$ cat src/rtl/lsu_pkg.sv
// Shared definitions for the load/store unit: funct3 codes, FSM states and
// the request legality helpers used at accept time.
package lsu_pkg;

  localparam logic [2:0] F3_B  = 3'b000;
  localparam logic [2:0] F3_H  = 3'b001;
  localparam logic [2:0] F3_W  = 3'b010;
  localparam logic [2:0] F3_BU = 3'b100;
  localparam logic [2:0] F3_HU = 3'b101;

  typedef enum logic [1:0] {IDLE, ACCESS, RESP} lsu_state_t;

  // Stores only have signed-width encodings; loads add the unsigned variants.
  function automatic logic f3_legal(input logic we, input logic [2:0] f3);
    logic ok;
    ok = 1'b0;
    case (f3)
      F3_B, F3_H, F3_W: ok = 1'b1;
      F3_BU, F3_HU:     ok = !we;
      default:          ok = 1'b0;
    endcase
    return ok;
  endfunction

  function automatic logic addr_aligned(input logic [2:0] f3, input logic [1:0] off);
    logic ok;
    ok = 1'b1;
    case (f3)
      F3_H, F3_HU: ok = !off[0];
      F3_W:        ok = (off == 2'b00);
      default:     ok = 1'b1;
    endcase
    return ok;
  endfunction

endpackage

$ cat src/rtl/lsu_align.sv
// Lane steering for sub-word accesses: extracts/extends load data and merges
// store data into the old memory word for read-modify-write.
module lsu_align
  import lsu_pkg::*;
(
  input  logic [2:0]  i_funct3,
  input  logic [1:0]  i_off,
  input  logic [31:0] i_old_word,
  input  logic [31:0] i_wdata,
  output logic [31:0] o_load_val,
  output logic [31:0] o_merged
);

  logic signed [7:0]  w_byte;
  logic signed [15:0] w_half;
  logic signed [31:0] w_byte_sx;
  logic signed [31:0] w_half_sx;

  always_comb begin
    w_byte = 8'sd0;
    case (i_off)
      2'd0: w_byte = i_old_word[7:0];
      2'd1: w_byte = i_old_word[15:8];
      2'd2: w_byte = i_old_word[23:16];
      2'd3: w_byte = i_old_word[31:24];
      default: w_byte = 8'sd0;
    endcase
    w_half    = i_off[1] ? i_old_word[31:16] : i_old_word[15:0];
    w_byte_sx = w_byte;
    w_half_sx = w_half;
  end

  always_comb begin
    o_load_val = i_old_word;
    case (i_funct3)
      F3_B:    o_load_val = w_byte_sx;
      F3_H:    o_load_val = w_half_sx;
      F3_BU:   o_load_val = {24'd0, w_byte};
      F3_HU:   o_load_val = {16'd0, w_half};
      default: o_load_val = i_old_word;
    endcase
  end

  always_comb begin
    o_merged = i_old_word;
    case (i_funct3)
      F3_B: begin
        case (i_off)
          2'd0: o_merged[7:0]   = i_wdata[7:0];
          2'd1: o_merged[15:8]  = i_wdata[7:0];
          2'd2: o_merged[23:16] = i_wdata[7:0];
          2'd3: o_merged[31:24] = i_wdata[7:0];
          default: o_merged = i_old_word;
        endcase
      end
      F3_H: begin
        if (i_off[1]) o_merged[31:16] = i_wdata[15:0];
        else          o_merged[15:0]  = i_wdata[15:0];
      end
      F3_W:    o_merged = i_wdata;
      default: o_merged = i_old_word;
    endcase
  end

endmodule

$ cat src/rtl/load_store_unit.sv
// RV32I load/store unit between the MEM stage and a word-wide data memory.
// IDLE accepts and classifies, ACCESS does the single memory cycle, RESP holds the answer.
module load_store_unit
  import lsu_pkg::*;
#(
  parameter int unsigned MEM_BYTES   = 4096,
  parameter bit          CHECK_RANGE = 1'b1
) (
  input  logic        clk,
  input  logic        rst,
  input  logic        req_valid,
  output logic        req_ready,
  input  logic        req_we,
  input  logic [2:0]  req_funct3,
  input  logic [31:0] req_addr,
  input  logic [31:0] req_wdata,
  output logic        resp_valid,
  input  logic        resp_ready,
  output logic [31:0] resp_rdata,
  output logic        resp_misalign,
  output logic        resp_fault,
  output logic        mem_we,
  output logic [31:0] mem_addr,
  output logic [31:0] mem_wdata,
  input  logic [31:0] mem_rdata
);

  lsu_state_t  r_state;
  logic        r_we_q;
  logic [2:0]  r_funct3_q;
  logic [31:0] r_addr_q;
  logic [31:0] r_wdata_q;
  logic        r_req_ready;
  logic        r_resp_valid;
  logic [31:0] r_resp_rdata;
  logic        r_resp_misalign;
  logic        r_resp_fault;

  logic        w_accept;
  logic        w_misalign;
  logic        w_fault;
  logic [31:0] w_load_val;
  logic [31:0] w_merged;

  assign w_accept   = req_valid && r_req_ready;
  assign w_misalign = !f3_legal(req_we, req_funct3) || !addr_aligned(req_funct3, req_addr[1:0]);
  assign w_fault    = CHECK_RANGE && (req_addr >= 32'(MEM_BYTES));

  lsu_align u_align (
    .i_funct3   (r_funct3_q),
    .i_off      (r_addr_q[1:0]),
    .i_old_word (mem_rdata),
    .i_wdata    (r_wdata_q),
    .o_load_val (w_load_val),
    .o_merged   (w_merged)
  );

  always_ff @(posedge clk) begin
    if (rst) begin
      r_state         <= IDLE;
      r_we_q          <= 1'b0;
      r_funct3_q      <= 3'd0;
      r_addr_q        <= 32'd0;
      r_wdata_q       <= 32'd0;
      r_req_ready     <= 1'b1;
      r_resp_valid    <= 1'b0;
      r_resp_rdata    <= 32'd0;
      r_resp_misalign <= 1'b0;
      r_resp_fault    <= 1'b0;
    end else begin
      case (r_state)
        IDLE: begin
          if (w_accept) begin
            r_we_q          <= req_we;
            r_funct3_q      <= req_funct3;
            r_addr_q        <= req_addr;
            r_wdata_q       <= req_wdata;
            r_req_ready     <= 1'b0;
            r_resp_rdata    <= 32'd0;
            r_resp_misalign <= w_misalign;
            r_resp_fault    <= w_fault;
            // Bad requests never touch memory: skip straight to the response.
            if (w_misalign || w_fault) begin
              r_state      <= RESP;
              r_resp_valid <= 1'b1;
            end else begin
              r_state <= ACCESS;
            end
          end
        end
        ACCESS: begin
          if (!r_we_q) r_resp_rdata <= w_load_val;
          r_state      <= RESP;
          r_resp_valid <= 1'b1;
        end
        RESP: begin
          if (resp_ready) begin
            r_state      <= IDLE;
            r_resp_valid <= 1'b0;
            r_req_ready  <= 1'b1;
          end
        end
        default: begin
          r_state      <= IDLE;
          r_resp_valid <= 1'b0;
          r_req_ready  <= 1'b1;
        end
      endcase
    end
  end

  // Write gate includes rst so a reset landing mid-ACCESS cancels the write.
  assign mem_we        = (r_state == ACCESS) && r_we_q && !rst;
  assign mem_addr      = {r_addr_q[31:2], 2'b00};
  assign mem_wdata     = w_merged;
  assign req_ready     = r_req_ready;
  assign resp_valid    = r_resp_valid;
  assign resp_rdata    = r_resp_rdata;
  assign resp_misalign = r_resp_misalign;
  assign resp_fault    = r_resp_fault;

endmodule

$ cat config.mk
export PLATFORM = sky130hd
export DESIGN_NAME = load_store_unit
export DESIGN_NICKNAME = d
export VERILOG_FILES = /design/src/rtl/lsu_pkg.sv /design/src/rtl/lsu_align.sv /design/src/rtl/load_store_unit.sv
export SDC_FILE = /design/constraint.sdc
export NUM_CORES = 1
export LEC_CHECK = 0
export BUFFER_PORTS_ARGS = -buffer_cell sky130_fd_sc_hd__buf_2
export CAP_MARGIN = 20
export CORE_ASPECT_RATIO = 1.4
export CORE_MARGIN = 3
export CORE_UTILIZATION = 40
export DETAILED_ROUTE_END_ITERATION = 12
export PLACE_DENSITY = 0.68
export SKIP_CTS_REPAIR_TIMING = 1
export SLEW_MARGIN = 5
export SYNTH_ARGS = -nofsm -noshare
export SYNTH_HDL_FRONTEND = slang
export SYNTH_SLANG_ARGS = --single-unit
$ cat constraint.sdc
create_clock -name clk -period 2.3 [get_ports clk]
set_clock_uncertainty 0.1 [all_clocks]
set_input_delay 0.46 -clock clk [delete_from_list [all_inputs] [get_ports clk]]
set_output_delay 0.46 -clock clk [all_outputs]
set_load 0.01 [all_outputs]
==> summary.txt <==
first-pass GRT wire length: 27000 µm
Die Wd: 103 µm
YS warnings: 0
RSZ-0062 raised after global routing: true
largest net degree at the start of global routing: 49
NumNets Final: 942
post-DP HPWL: 13400 µm
number of global-route vias before repair: 5228
most numerous cell in the Yosys netlist: nand2_1
slowest stage delay, CP: 0.42 ns
Net Sw Power: 1.36 mW
Pins Over Slew Limit: 0
share of layout cells above drive strength 1: 34.3%
Synth area leaders: dfxtp_1, nand2_1, a21oi_1
clock sinks: 106
area post-placement: 6250 µm²
setup violators final: 16
routed len/inst: 17.8 µm
top cells by count, synth: nand2_1, dfxtp_1, a21oi_1
Top Usage Layer GRT: met2
synthesis-stage register bit count: 106
worst hold-check path type: in -> reg
Yosys cell types: 48
highest-delay cell along the critical path: dfxtp_4
Clk Latency, worst-skew pair: 0.34 ns
H-tree depth: 3
Worst setup EP type: output pin
row count: 49
CP required: 1.74 ns
Max FO, Critical Path: 13
total number of vias: 5565
Fmax: 418 MHz
Top delay family on crit path: flip-flops
post-synth top area cell: dfxtp_1
total power: 4.55 mW
status: finished, violations left
core area: 12900 µm²
post-synthesis cell area: 5290 µm²
Setup WS post-layout: -0.0929 ns
vias per cell: 5.58
Worst slew margin: 58.7%
clk buf depth: 2
worst slew pin tran: 0.619 ns
register area share after synthesis: 40.2%
Die Ht: 142 µm
First DRT Iteration DRCs: 328
WHS: 0.245 ns
die area: 14600 µm²
Leak Pwr: 3.05 nW
internal power: 3.19 mW
initial antenna violation count: 3
worst r2r path cells: 5
grt total ovfl: 0
Initial Utilization: 41.0%
Reg power frac: 43.9%
Pre-antenna DRT Iters: 8
clk root buf: clkbuf_16
design area: 6670 µm²
Final Hold Fails: 0
violated checks: negative setup slack
RePlAce Congestion: 0.904
Ports: 205
fin crit period: 2.39 ns
switch share: 29.9%
Util after Layout: 51.8%
Total GRT Usage: 23.6%
Routed Antenna Nets: 0
ys flop type: dfxtp_1
Clock Power Share: 35.0%
crit share post-route: 104%
drt drc: 0
Gate power share: 21.0%
critical path arrival: 1.83 ns
CP Launch Type: flip-flop
Post-synth EDFFs: 0
syn_area_per_cell: 7.85 µm²
Layout area overhead: 26.1%
final wirelength: 17700 µm
PortBufs: 202
asr flop ratio synth: 0%
Synth Instances: 673
PwrDens: 683 nW/µm²
met2 Resource Use GR: 39.2%
area share of the largest cell type after synthesis: 40.2%
Max Cap Violations: 0
Hold Path Stages: 3
met1 Use GR: 28.0%
Clock Pin Slew Worst Setup and Hold Paths: 0.08 ns
CP Class: reg -> out
CTS buffer count: 9
CP bufs+invs: 2
CTS tree: yes
crit-path cells: or3b_1 -> a21oi_2 -> buf_12 -> nor2_1 -> o22ai_1 -> buf_2
Crit path depth: 6
M3 GR Usage: 6.47%
VDD IR max: 0.350 mV
## flip-flops by register name, indices dropped and copies added, names as in the netlist
register,flops
req_ready,1
r_addr_q,32
r_wdata_q,32
resp_valid,1
r_funct3_q,3
resp_rdata,32
resp_misalign,1
r_state,2
r_we_q,1
resp_fault,1
## per-layer routing
layer | vias up | wire length (µm)
li1 | 2677 | -
met5 | - | 25
met2 | 274 | 8500
met4 | 4 | 806
met1 | 2548 | 6770
met3 | 62 | 1630
## area by class of cell
type	count	area [µm²]
Inverter	12	45.0
Multi-Input combinational cell	476	2710
Tap cell	153	191
Antenna cell	2	5.00
Clock buffer	11	243
Clock inverter	5	62.6
Timing Repair Buffer	233	1260
Fill cell	1305	6210
Sequential cell	106	2140
## power groups by stage
stage,combinational (mW),sequential (mW),clock [mW]
floorplan,0.583,2.01,0
global placement,0.922,2.04,0
detailed placement,0.926,2.04,0
CTS,0.929,2.00,1.63
global route,1.05,2.01,1.71
finish,0.958,2.00,1.59
## cell usage in the layout (no fill, tap or decap), types with 2 or more instances in the layout
cell type / n
o2bb2ai_1: 23
o21a_1: 7
a21o_1: 16
a31oi_1: 8
clkbuf_16: 9
diode_2: 2
buf_6: 3
buf_2: 202
a221oi_1: 2
dfxtp_4: 5
o21ai_1: 10
a222oi_1: 16
inv_2: 2
buf_4: 26
mux2i_1: 4
conb_1: 2
a21oi_2: 5
nor3_2: 3
nand3_1: 2
nor2_1: 34
a22o_1: 9
nor3_1: 11
mux2_2: 10
o22ai_1: 8
dfxtp_1: 101
inv_1: 9
o21ai_0: 18
a21oi_1: 92
nand2_1: 150
nor2b_1: 3
nand2b_1: 3
clkinvlp_4: 2
and3_1: 12
or4_4: 2
nor4_1: 5
## worst paths after layout
path / startpoint / end / slack (ns)
setup / recovery: r_funct3_q[0]$_SDFFE_PP0P_ / mem_wdata[0] / -0.09
hold reg to reg: resp_rdata[8]$_SDFFE_PP0P_ / resp_rdata[8]$_SDFFE_PP0P_ / 0.35
hold / removal: req_wdata[29] / r_wdata_q[29]$_SDFFE_PP0P_ / 0.24
setup reg to reg: r_funct3_q[0]$_SDFFE_PP0P_ / resp_rdata[0]$_SDFFE_PP0P_ / 0.34
## metrics by stage
stage	setup TNS, ns	std cells	setup slack [ns]
floorplan	0	674	0.273
global placement	0	975	0.0450
detailed placement	0	975	0.0339
CTS	-8.62	991	-0.352
global route	-3.03	997	-0.165
finish	-0.927	998	-0.0929
## cells by family (layout without fill, tap and decap cells)
| family | Yosys count | count (layout) | synth area share [%] |
|---|---|---|---|
| other | 1 | 4 | 0.0710 |
| buffers and inverters | 92 | 261 | 9.49 |
| flip-flops | 106 | 106 | 40.2 |
| AND/OR/NAND/NOR | 239 | 239 | 20.1 |
| multiplexers | 15 | 15 | 3.17 |
| AO/OA/AOI/OAI | 220 | 220 | 27.0 |
## tightest hold or removal path: cells and delay by family
kind                   cells  cell delay, ns
and+or+nand+nor            1            0.04
AOI/OAI and AO/OA          1            0.05
buffers and inverters      1            0.09
Note: power is estimated with default switching activity, not from simulation.
